==> src/rtl/clock_display_scan_pkg.sv <==
// Shared constants for the 8-digit multiplexed clock display: segment codes,
// digit positions and the frame shadow record.
package clock_disp_pkg;

    localparam logic [6:0] SEG_0    = 7'h40;
    localparam logic [6:0] SEG_1    = 7'h79;
    localparam logic [6:0] SEG_2    = 7'h24;
    localparam logic [6:0] SEG_3    = 7'h30;
    localparam logic [6:0] SEG_4    = 7'h19;
    localparam logic [6:0] SEG_5    = 7'h12;
    localparam logic [6:0] SEG_6    = 7'h02;
    localparam logic [6:0] SEG_7    = 7'h78;
    localparam logic [6:0] SEG_8    = 7'h00;
    localparam logic [6:0] SEG_9    = 7'h10;
    localparam logic [6:0] SEG_DASH = 7'h3F;
    localparam logic [6:0] SEG_OFF  = 7'h7F;

    localparam logic [7:0] AN_OFF   = 8'hFF;

    localparam logic [2:0] POS_HRL  = 3'd7;
    localparam logic [2:0] POS_HRR  = 3'd6;
    localparam logic [2:0] POS_ML   = 3'd5;
    localparam logic [2:0] POS_MR   = 3'd4;
    localparam logic [2:0] POS_SL   = 3'd3;
    localparam logic [2:0] POS_SR   = 3'd2;
    localparam logic [2:0] POS_MILL = 3'd1;
    localparam logic [2:0] POS_MILM = 3'd0;

    // Separator dots sit after the hour, minute and second pairs.
    localparam logic [7:0] DP_SEP_MASK = (8'b1 << POS_HRR) | (8'b1 << POS_MR) | (8'b1 << POS_SR);

    typedef struct packed {
        logic [7:0][3:0] dig;   // dig[7] = hrL ... dig[0] = milM
        logic            fmt;
        logic            ampm;
    } shadow_t;

endpackage

==> src/rtl/clock_display_scan_if.sv <==
// Time-in / display-out bundle between the clock core and the display scanner.
interface clock_display_scan_if;
    logic [3:0] hrL, hrR, mL, mR, sL, sR, milL, milM;
    logic       fmt;
    logic       ampm;
    logic [7:0] blink_mask;
    logic [7:0] an;
    logic [6:0] seg;
    logic       dp;

    modport master (
        output hrL, hrR, mL, mR, sL, sR, milL, milM, fmt, ampm, blink_mask,
        input  an, seg, dp
    );

    modport slave (
        input  hrL, hrR, mL, mR, sL, sR, milL, milM, fmt, ampm, blink_mask,
        output an, seg, dp
    );
endinterface

==> src/rtl/clock_display_scan_bcd_to_seg.sv <==
// Combinational BCD to active-low seven-segment decoder; codes 10-15 show a dash.
module bcd_to_seg
    import clock_disp_pkg::*;
(
    input  logic [3:0] i_bcd,
    output logic [6:0] o_seg
);
    always_comb begin
        o_seg = SEG_DASH;
        case (i_bcd)
            4'd0:    o_seg = SEG_0;
            4'd1:    o_seg = SEG_1;
            4'd2:    o_seg = SEG_2;
            4'd3:    o_seg = SEG_3;
            4'd4:    o_seg = SEG_4;
            4'd5:    o_seg = SEG_5;
            4'd6:    o_seg = SEG_6;
            4'd7:    o_seg = SEG_7;
            4'd8:    o_seg = SEG_8;
            4'd9:    o_seg = SEG_9;
            default: o_seg = SEG_DASH;
        endcase
    end
endmodule

==> src/rtl/clock_display_scan.sv <==
// Multiplexed 8-digit display scanner with per-frame snapshot and guard blanking.
// Optional digit blinking is compiled in with `define BLINK_EN.
module clock_display_scan
    import clock_disp_pkg::*;
#(
    parameter int unsigned CLK_HZ   = 100_000_000,
    parameter int unsigned SCAN_HZ  = 1000,
    parameter int unsigned BLINK_HZ = 2
) (
    input  logic                  clk,
    input  logic                  rst,
    clock_display_scan_if.slave   bus
);
    localparam int unsigned DIV   = CLK_HZ / (SCAN_HZ * 8);
    localparam int unsigned PRE_W = (DIV > 1) ? $clog2(DIV) : 1;

    logic [PRE_W-1:0] r_pre;
    logic [2:0]       r_idx;
    logic             r_live;
    shadow_t          r_shadow;
    logic [7:0]       r_an;
    logic [6:0]       r_seg;
    logic             r_dp;

    logic             w_tick;
    logic             w_blink_dark;
    logic [6:0]       w_seg_dec;
    logic [7:0]       w_an_nxt;
    logic [6:0]       w_seg_nxt;
    logic             w_dp_nxt;
    shadow_t          w_snap;

    assign w_tick = (r_pre == PRE_W'(DIV - 1));
    assign w_snap = '{dig:  {bus.hrL, bus.hrR, bus.mL, bus.mR, bus.sL, bus.sR, bus.milL, bus.milM},
                      fmt:  bus.fmt,
                      ampm: bus.ampm};

    // r_live keeps the display dark until the first frame has been captured.
    always_ff @(posedge clk or negedge rst) begin
        if (!rst) begin
            r_pre    <= '0;
            r_idx    <= '0;
            r_live   <= 1'b0;
            r_shadow <= '0;
        end else if (w_tick) begin
            r_pre  <= '0;
            r_idx  <= r_idx - 3'd1;
            r_live <= 1'b1;
            if (r_idx == POS_MILM)
                r_shadow <= w_snap;
        end else begin
            r_pre <= r_pre + PRE_W'(1);
        end
    end

`ifdef BLINK_EN
    localparam int unsigned BLINK_HALF = CLK_HZ / (2 * BLINK_HZ);
    localparam int unsigned BLK_W      = (BLINK_HALF > 1) ? $clog2(BLINK_HALF) : 1;

    logic [BLK_W-1:0] r_blk_cnt;
    logic             r_phase;

    always_ff @(posedge clk or negedge rst) begin
        if (!rst) begin
            r_blk_cnt <= BLK_W'(BLINK_HALF - 1);
            r_phase   <= 1'b0;
        end else if (r_blk_cnt == '0) begin
            r_blk_cnt <= BLK_W'(BLINK_HALF - 1);
            r_phase   <= ~r_phase;
        end else begin
            r_blk_cnt <= r_blk_cnt - BLK_W'(1);
        end
    end

    assign w_blink_dark = r_phase & bus.blink_mask[r_idx];
`else
    logic w_blink_unused;
    assign w_blink_unused = ^{bus.blink_mask, BLINK_HZ[0]};
    assign w_blink_dark   = 1'b0;
`endif

    bcd_to_seg u_dec (
        .i_bcd (r_shadow.dig[r_idx]),
        .o_seg (w_seg_dec)
    );

    always_comb begin
        w_an_nxt  = AN_OFF;
        w_seg_nxt = SEG_OFF;
        w_dp_nxt  = 1'b1;
        if (r_live && !w_tick) begin
            w_an_nxt  = ~(8'b1 << r_idx);
            w_seg_nxt = w_seg_dec;
            w_dp_nxt  = ~(DP_SEP_MASK[r_idx] |
                          ((r_idx == POS_MILM) & r_shadow.fmt & r_shadow.ampm));
            if ((r_idx == POS_HRL) && r_shadow.fmt && (r_shadow.dig[POS_HRL] == 4'd0))
                w_an_nxt = AN_OFF;
            if (w_blink_dark) begin
                w_an_nxt = AN_OFF;
                w_dp_nxt = 1'b1;
            end
        end
    end

    always_ff @(posedge clk or negedge rst) begin
        if (!rst) begin
            r_an  <= AN_OFF;
            r_seg <= SEG_OFF;
            r_dp  <= 1'b1;
        end else begin
            r_an  <= w_an_nxt;
            r_seg <= w_seg_nxt;
            r_dp  <= w_dp_nxt;
        end
    end

    assign bus.an  = r_an;
    assign bus.seg = r_seg;
    assign bus.dp  = r_dp;

endmodule

==> src/flat_wrapper.sv <==
// flat-port wrapper written by rule: the top's interface ports become plain ports
module clock_display_scan_flat import clock_disp_pkg::*;
#(
    parameter int unsigned CLK_HZ   = 100_000_000,
    parameter int unsigned SCAN_HZ  = 1000,
    parameter int unsigned BLINK_HZ = 2
)
  (clk, rst, bus_hrL, bus_hrR, bus_mL, bus_mR, bus_sL, bus_sR, bus_milL, bus_milM, bus_fmt, bus_ampm, bus_blink_mask, bus_an, bus_seg, bus_dp);
  clock_display_scan_if bus_i ();
  input  logic clk;
  input  logic rst;
  input wire logic [$bits(bus_i.hrL)-1:0] bus_hrL;
  input wire logic [$bits(bus_i.hrR)-1:0] bus_hrR;
  input wire logic [$bits(bus_i.mL)-1:0] bus_mL;
  input wire logic [$bits(bus_i.mR)-1:0] bus_mR;
  input wire logic [$bits(bus_i.sL)-1:0] bus_sL;
  input wire logic [$bits(bus_i.sR)-1:0] bus_sR;
  input wire logic [$bits(bus_i.milL)-1:0] bus_milL;
  input wire logic [$bits(bus_i.milM)-1:0] bus_milM;
  input wire logic [$bits(bus_i.fmt)-1:0] bus_fmt;
  input wire logic [$bits(bus_i.ampm)-1:0] bus_ampm;
  input wire logic [$bits(bus_i.blink_mask)-1:0] bus_blink_mask;
  output wire logic [$bits(bus_i.an)-1:0] bus_an;
  output wire logic [$bits(bus_i.seg)-1:0] bus_seg;
  output wire logic [$bits(bus_i.dp)-1:0] bus_dp;
  assign bus_i.hrL = bus_hrL;
  assign bus_i.hrR = bus_hrR;
  assign bus_i.mL = bus_mL;
  assign bus_i.mR = bus_mR;
  assign bus_i.sL = bus_sL;
  assign bus_i.sR = bus_sR;
  assign bus_i.milL = bus_milL;
  assign bus_i.milM = bus_milM;
  assign bus_i.fmt = bus_fmt;
  assign bus_i.ampm = bus_ampm;
  assign bus_i.blink_mask = bus_blink_mask;
  assign bus_an = bus_i.an;
  assign bus_seg = bus_i.seg;
  assign bus_dp = bus_i.dp;
  clock_display_scan #(.CLK_HZ(CLK_HZ), .SCAN_HZ(SCAN_HZ), .BLINK_HZ(BLINK_HZ)) u_core (.clk(clk), .rst(rst), .bus(bus_i));
endmodule
==> config.mk <==
export PLATFORM = sky130hd
export DESIGN_NAME = clock_display_scan_flat
export DESIGN_NICKNAME = d
export VERILOG_FILES = /design/src/rtl/clock_display_scan_pkg.sv /design/src/rtl/clock_display_scan_if.sv /design/src/rtl/clock_display_scan_bcd_to_seg.sv /design/src/rtl/clock_display_scan.sv /design/src/flat_wrapper.sv
export SDC_FILE = /design/constraint.sdc
export NUM_CORES = 1
export LEC_CHECK = 0
export CAP_MARGIN = 20
export CORE_UTILIZATION = 55
export CTS_BUF_LIST = sky130_fd_sc_hd__clkbuf_16
export DETAILED_ROUTE_END_ITERATION = 7
export HOLD_SLACK_MARGIN = 0.1
export PLACE_DENSITY = 0.83
export SLEW_MARGIN = 20
export SYNTH_ARGS = -nofsm -noshare
export SYNTH_HDL_FRONTEND = slang
export SYNTH_SLANG_ARGS = --single-unit
==> constraint.sdc <==
create_clock -name clk -period 3.58 [get_ports clk]
set_clock_uncertainty 0.05 [all_clocks]
set_input_delay 0.716 -clock clk [delete_from_list [all_inputs] [get_ports clk]]
set_output_delay 0.716 -clock clk [all_outputs]
set_load 0.01 [all_outputs]
==> run_results.csv <==
group,metric,value,unit
outcome,status,"finished clean",
final_layout,drive_gt1_frac,0.285,
final_layout,nets,346,
timing,max_freq,373,MHz
synth,ys.flop_type,"dfrtp_1",
synth,synth_area,3280,um2
timing,period_share,0.750,
synth,postSynthAreaPerCell,14.2,um2
synth,yosys.area.top_type_share,0.396,
cts,clock_sinks,68,
final_layout,antennaDiodeCount,0,
timing,finalSetupViolCount,0,
critical_path,critPathLaunchType,"flip-flop",
critical_path,critPathMaxStageDelay,760,ps
pwr,ir_drop,0.266,mV
critical_path,endpoint_kind,"flip-flop",
critical_path,worstPathRequired,3770,ps
timing,finalHoldViolCount,0,
die,rows,27,
die,coreArea,5640,um2
grt,antenna_found_initial,0,
cts,path_clk_slew,50,ps
critical_path,reg2reg_slack,900,ps
drt,drt-initial-drc-count,122,
timing,worstMarginPinSlew,702,ps
die,die_area,6280,um2
critical_path,reg2reg_from,"u_core.r_idx[0]",
grt,grt_pass1_vias,2008,
cts,clockBufferDepth,2,
cts,postCtsHoldBufs,0,
synth,postSynthCellCount,232,
synth,synth_edf_count,0,
grt,grt_use_total,0.217,
timing,period_needed,2680,ps
final_layout,finish.utilization,0.724,
synth,syn_nets,288,
critical_path,r2r_cells,4,
drt,routed_via_density,5.35,
synth,synth_top_area_cell,"dfrtp_1",
cts,tritoncts,"yes",
placed_design,io_buffers,51,
synth,ys_seq_area_frac,0.524,
critical_path,cp_num_buf_inv,0,
cts,clock_latency,330,ps
final_layout,flow.area_growth_from_synthesis,24.4,%
critical_path,cp_cell_sequence,"mux4_2 > mux2i_1 > mux2_2 > a32oi_1",
critical_path,reg2reg_to,"u_core.bus.seg[4]",
die,die_w,79.3,um
critical_path,cp_max_fo,12,
final_layout,instances_no_fill,367,
grt,gr-total-overflow,0,
timing,finalSetupTns,0,ps
placed_design,dpl.hpwl,4020,um
pwr,leakage,1.84,nW
placed_design,placed_cells,351,
critical_path,crit_slowest_cell,"dfrtp_1",
critical_path,cp_top_family,"multiplexers",
die,initial_core_util,0.582,
cts,post_cts_resized,0,
die,io_pins,60,
grt,grt_pass1_wl,9970,um
critical_path,path_class,"flip-flop to flip-flop",
critical_path,cp_num_cells,4,
drt,drc,0,
cts,postCtsSetupRepairBufs,0,
cts,cts-htree-levels,3,
synth,ys_warn_count,0,
synth,yosys_register_bits,68,
min_path,holdCritPathClass,"primary input to asynchronous set/reset pin",
placed_design,gp_congestion,0.781,
critical_path,endpoint,"u_core.bus.seg[4]",
timing,fin_hold_ws,364,ps
synth,synth.distinct_cells,40,
timing,rsz0062_at_grt,"false",
critical_path,arrival,2870,ps
timing,drv_slew,0,
grt,grt_max_degree,52,
drt,wl_per_cell,15.6,um
synth,ys_async_sr_fraction,1.00,
cts,cts_buffers,9,
synth,synth_area_leaders,"dfrtp_1, mux2_4, dfstp_2, mux4_2, ha_1",
timing,slew_headroom,0.519,
drt,antenna_left,0,
run,drv_cap,0,
drt,via_count,1963,
drt,firstDrtPassIters,4,
die,die_height,79.3,um
cts,root_buffer,"clkbuf_16",
pwr,p_per_area,383,nW/um2
drt,routed_wl,5730,um
critical_path,crit_start,"u_core.r_idx[0]",
==> area by class of cell <==
| class | instances | area [um2] |
|---|---|---|
| Sequential cell | 68 | 1720 |
| Clock inverter | 7 | 26.3 |
| Timing Repair Buffer | 54 | 543 |
| Tap cell | 72 | 90.1 |
| Multi-Input combinational cell | 149 | 1450 |
| Fill cell | 388 | 1560 |
| Inverter | 8 | 30.0 |
| Clock buffer | 9 | 225 |
==> per-layer routing <==
layer | up-vias | GRT usage | share of wire
met5 | - | 0 | 0
met3 | 13 | 0.0529 | 0.043
met2 | 61 | 0.322 | 0.47
met4 | 0 | 0.0927 | 0.019
li1 | 937 | - | -
met1 | 952 | 0.305 | 0.47
==> Yosys cell counts (2+ instances only) <==
cell type,number
mux4_2,8
nor2_1,14
dfstp_2,16
xnor2_1,9
a31oi_1,2
buf_2,2
nand3_1,5
mux2_4,30
ha_1,12
a21oi_1,5
nor4_1,2
dfrtp_1,52
inv_1,7
mux2_2,9
nor3_1,3
nand4_1,2
nor2b_1,3
mux2i_1,3
buf_12,3
o21ai_0,5
or2_2,2
xor2_1,4
nand2_1,17
==> cell families after synthesis <==
kind of cell             after synthesis  share of synthesized area
buffers and inverters                 15                     0.0351
AND/OR/NAND/NOR                       58                     0.0960
multiplexers                          50                      0.232
AO/OA/AOI/OAI                         16                     0.0320
flip-flops                            68                      0.524
XOR/XNOR                              13                     0.0347
adder cells (fa/ha/maj)               12                     0.0457
==> worst min path at each step <==
stage                               to  cells past startpoint
floorplan              u_core.r_idx[0]                      0
CTS                    u_core.r_pre[0]                      1
global route        u_core.r_shadow[9]                      1
finish                u_core.r_pre[11]                      1
detailed placement     u_core.r_pre[0]                      1
global placement       u_core.r_pre[0]                      1
==> state kept, by name, summed over array words and instances (netlist names) <==
signal           cells
u_core.bus.an        8
u_core.bus.dp        1
u_core.bus.seg       7
u_core.r_idx         3
u_core.r_live        1
u_core.r_pre        14
u_core.r_shadow     34
==> report_power, final <==
group / total (mW) / switching, mW / leakage (nW) / internal (mW)
clock network: 0.740 / 0.291 / 0.148 / 0.449
registers: 0.771 / 0 / 0.881 / 0.771
logic: 0.0545 / 0.0202 / 0.809 / 0.0343
==> stage by stage <==
stage	total power, mW	instance area [um2]	setup slack [ps]
after floorplan	0.784	3280	1310
after global placement	0.837	3830	955
after detailed placement	0.839	3830	866
after CTS	1.58	4080	844
after global routing	1.63	4080	713
final	1.57	4080	896
==> cell usage in the layout, fill, tap and decap left out, types with 5 or more instances in the layout <==
cell type and n:
clkdlybuf4s50_1 50, a21oi_1 5, dfstp_2 16, mux2_2 9, inv_1 14, clkbuf_16 9, nor2_1 14, mux2_4 30
nand3_1 5, ha_1 12, mux4_2 8, dfrtp_1 52, xnor2_1 9, o21ai_0 5, nand2_1 17
(Power assumes the default switching activity.)
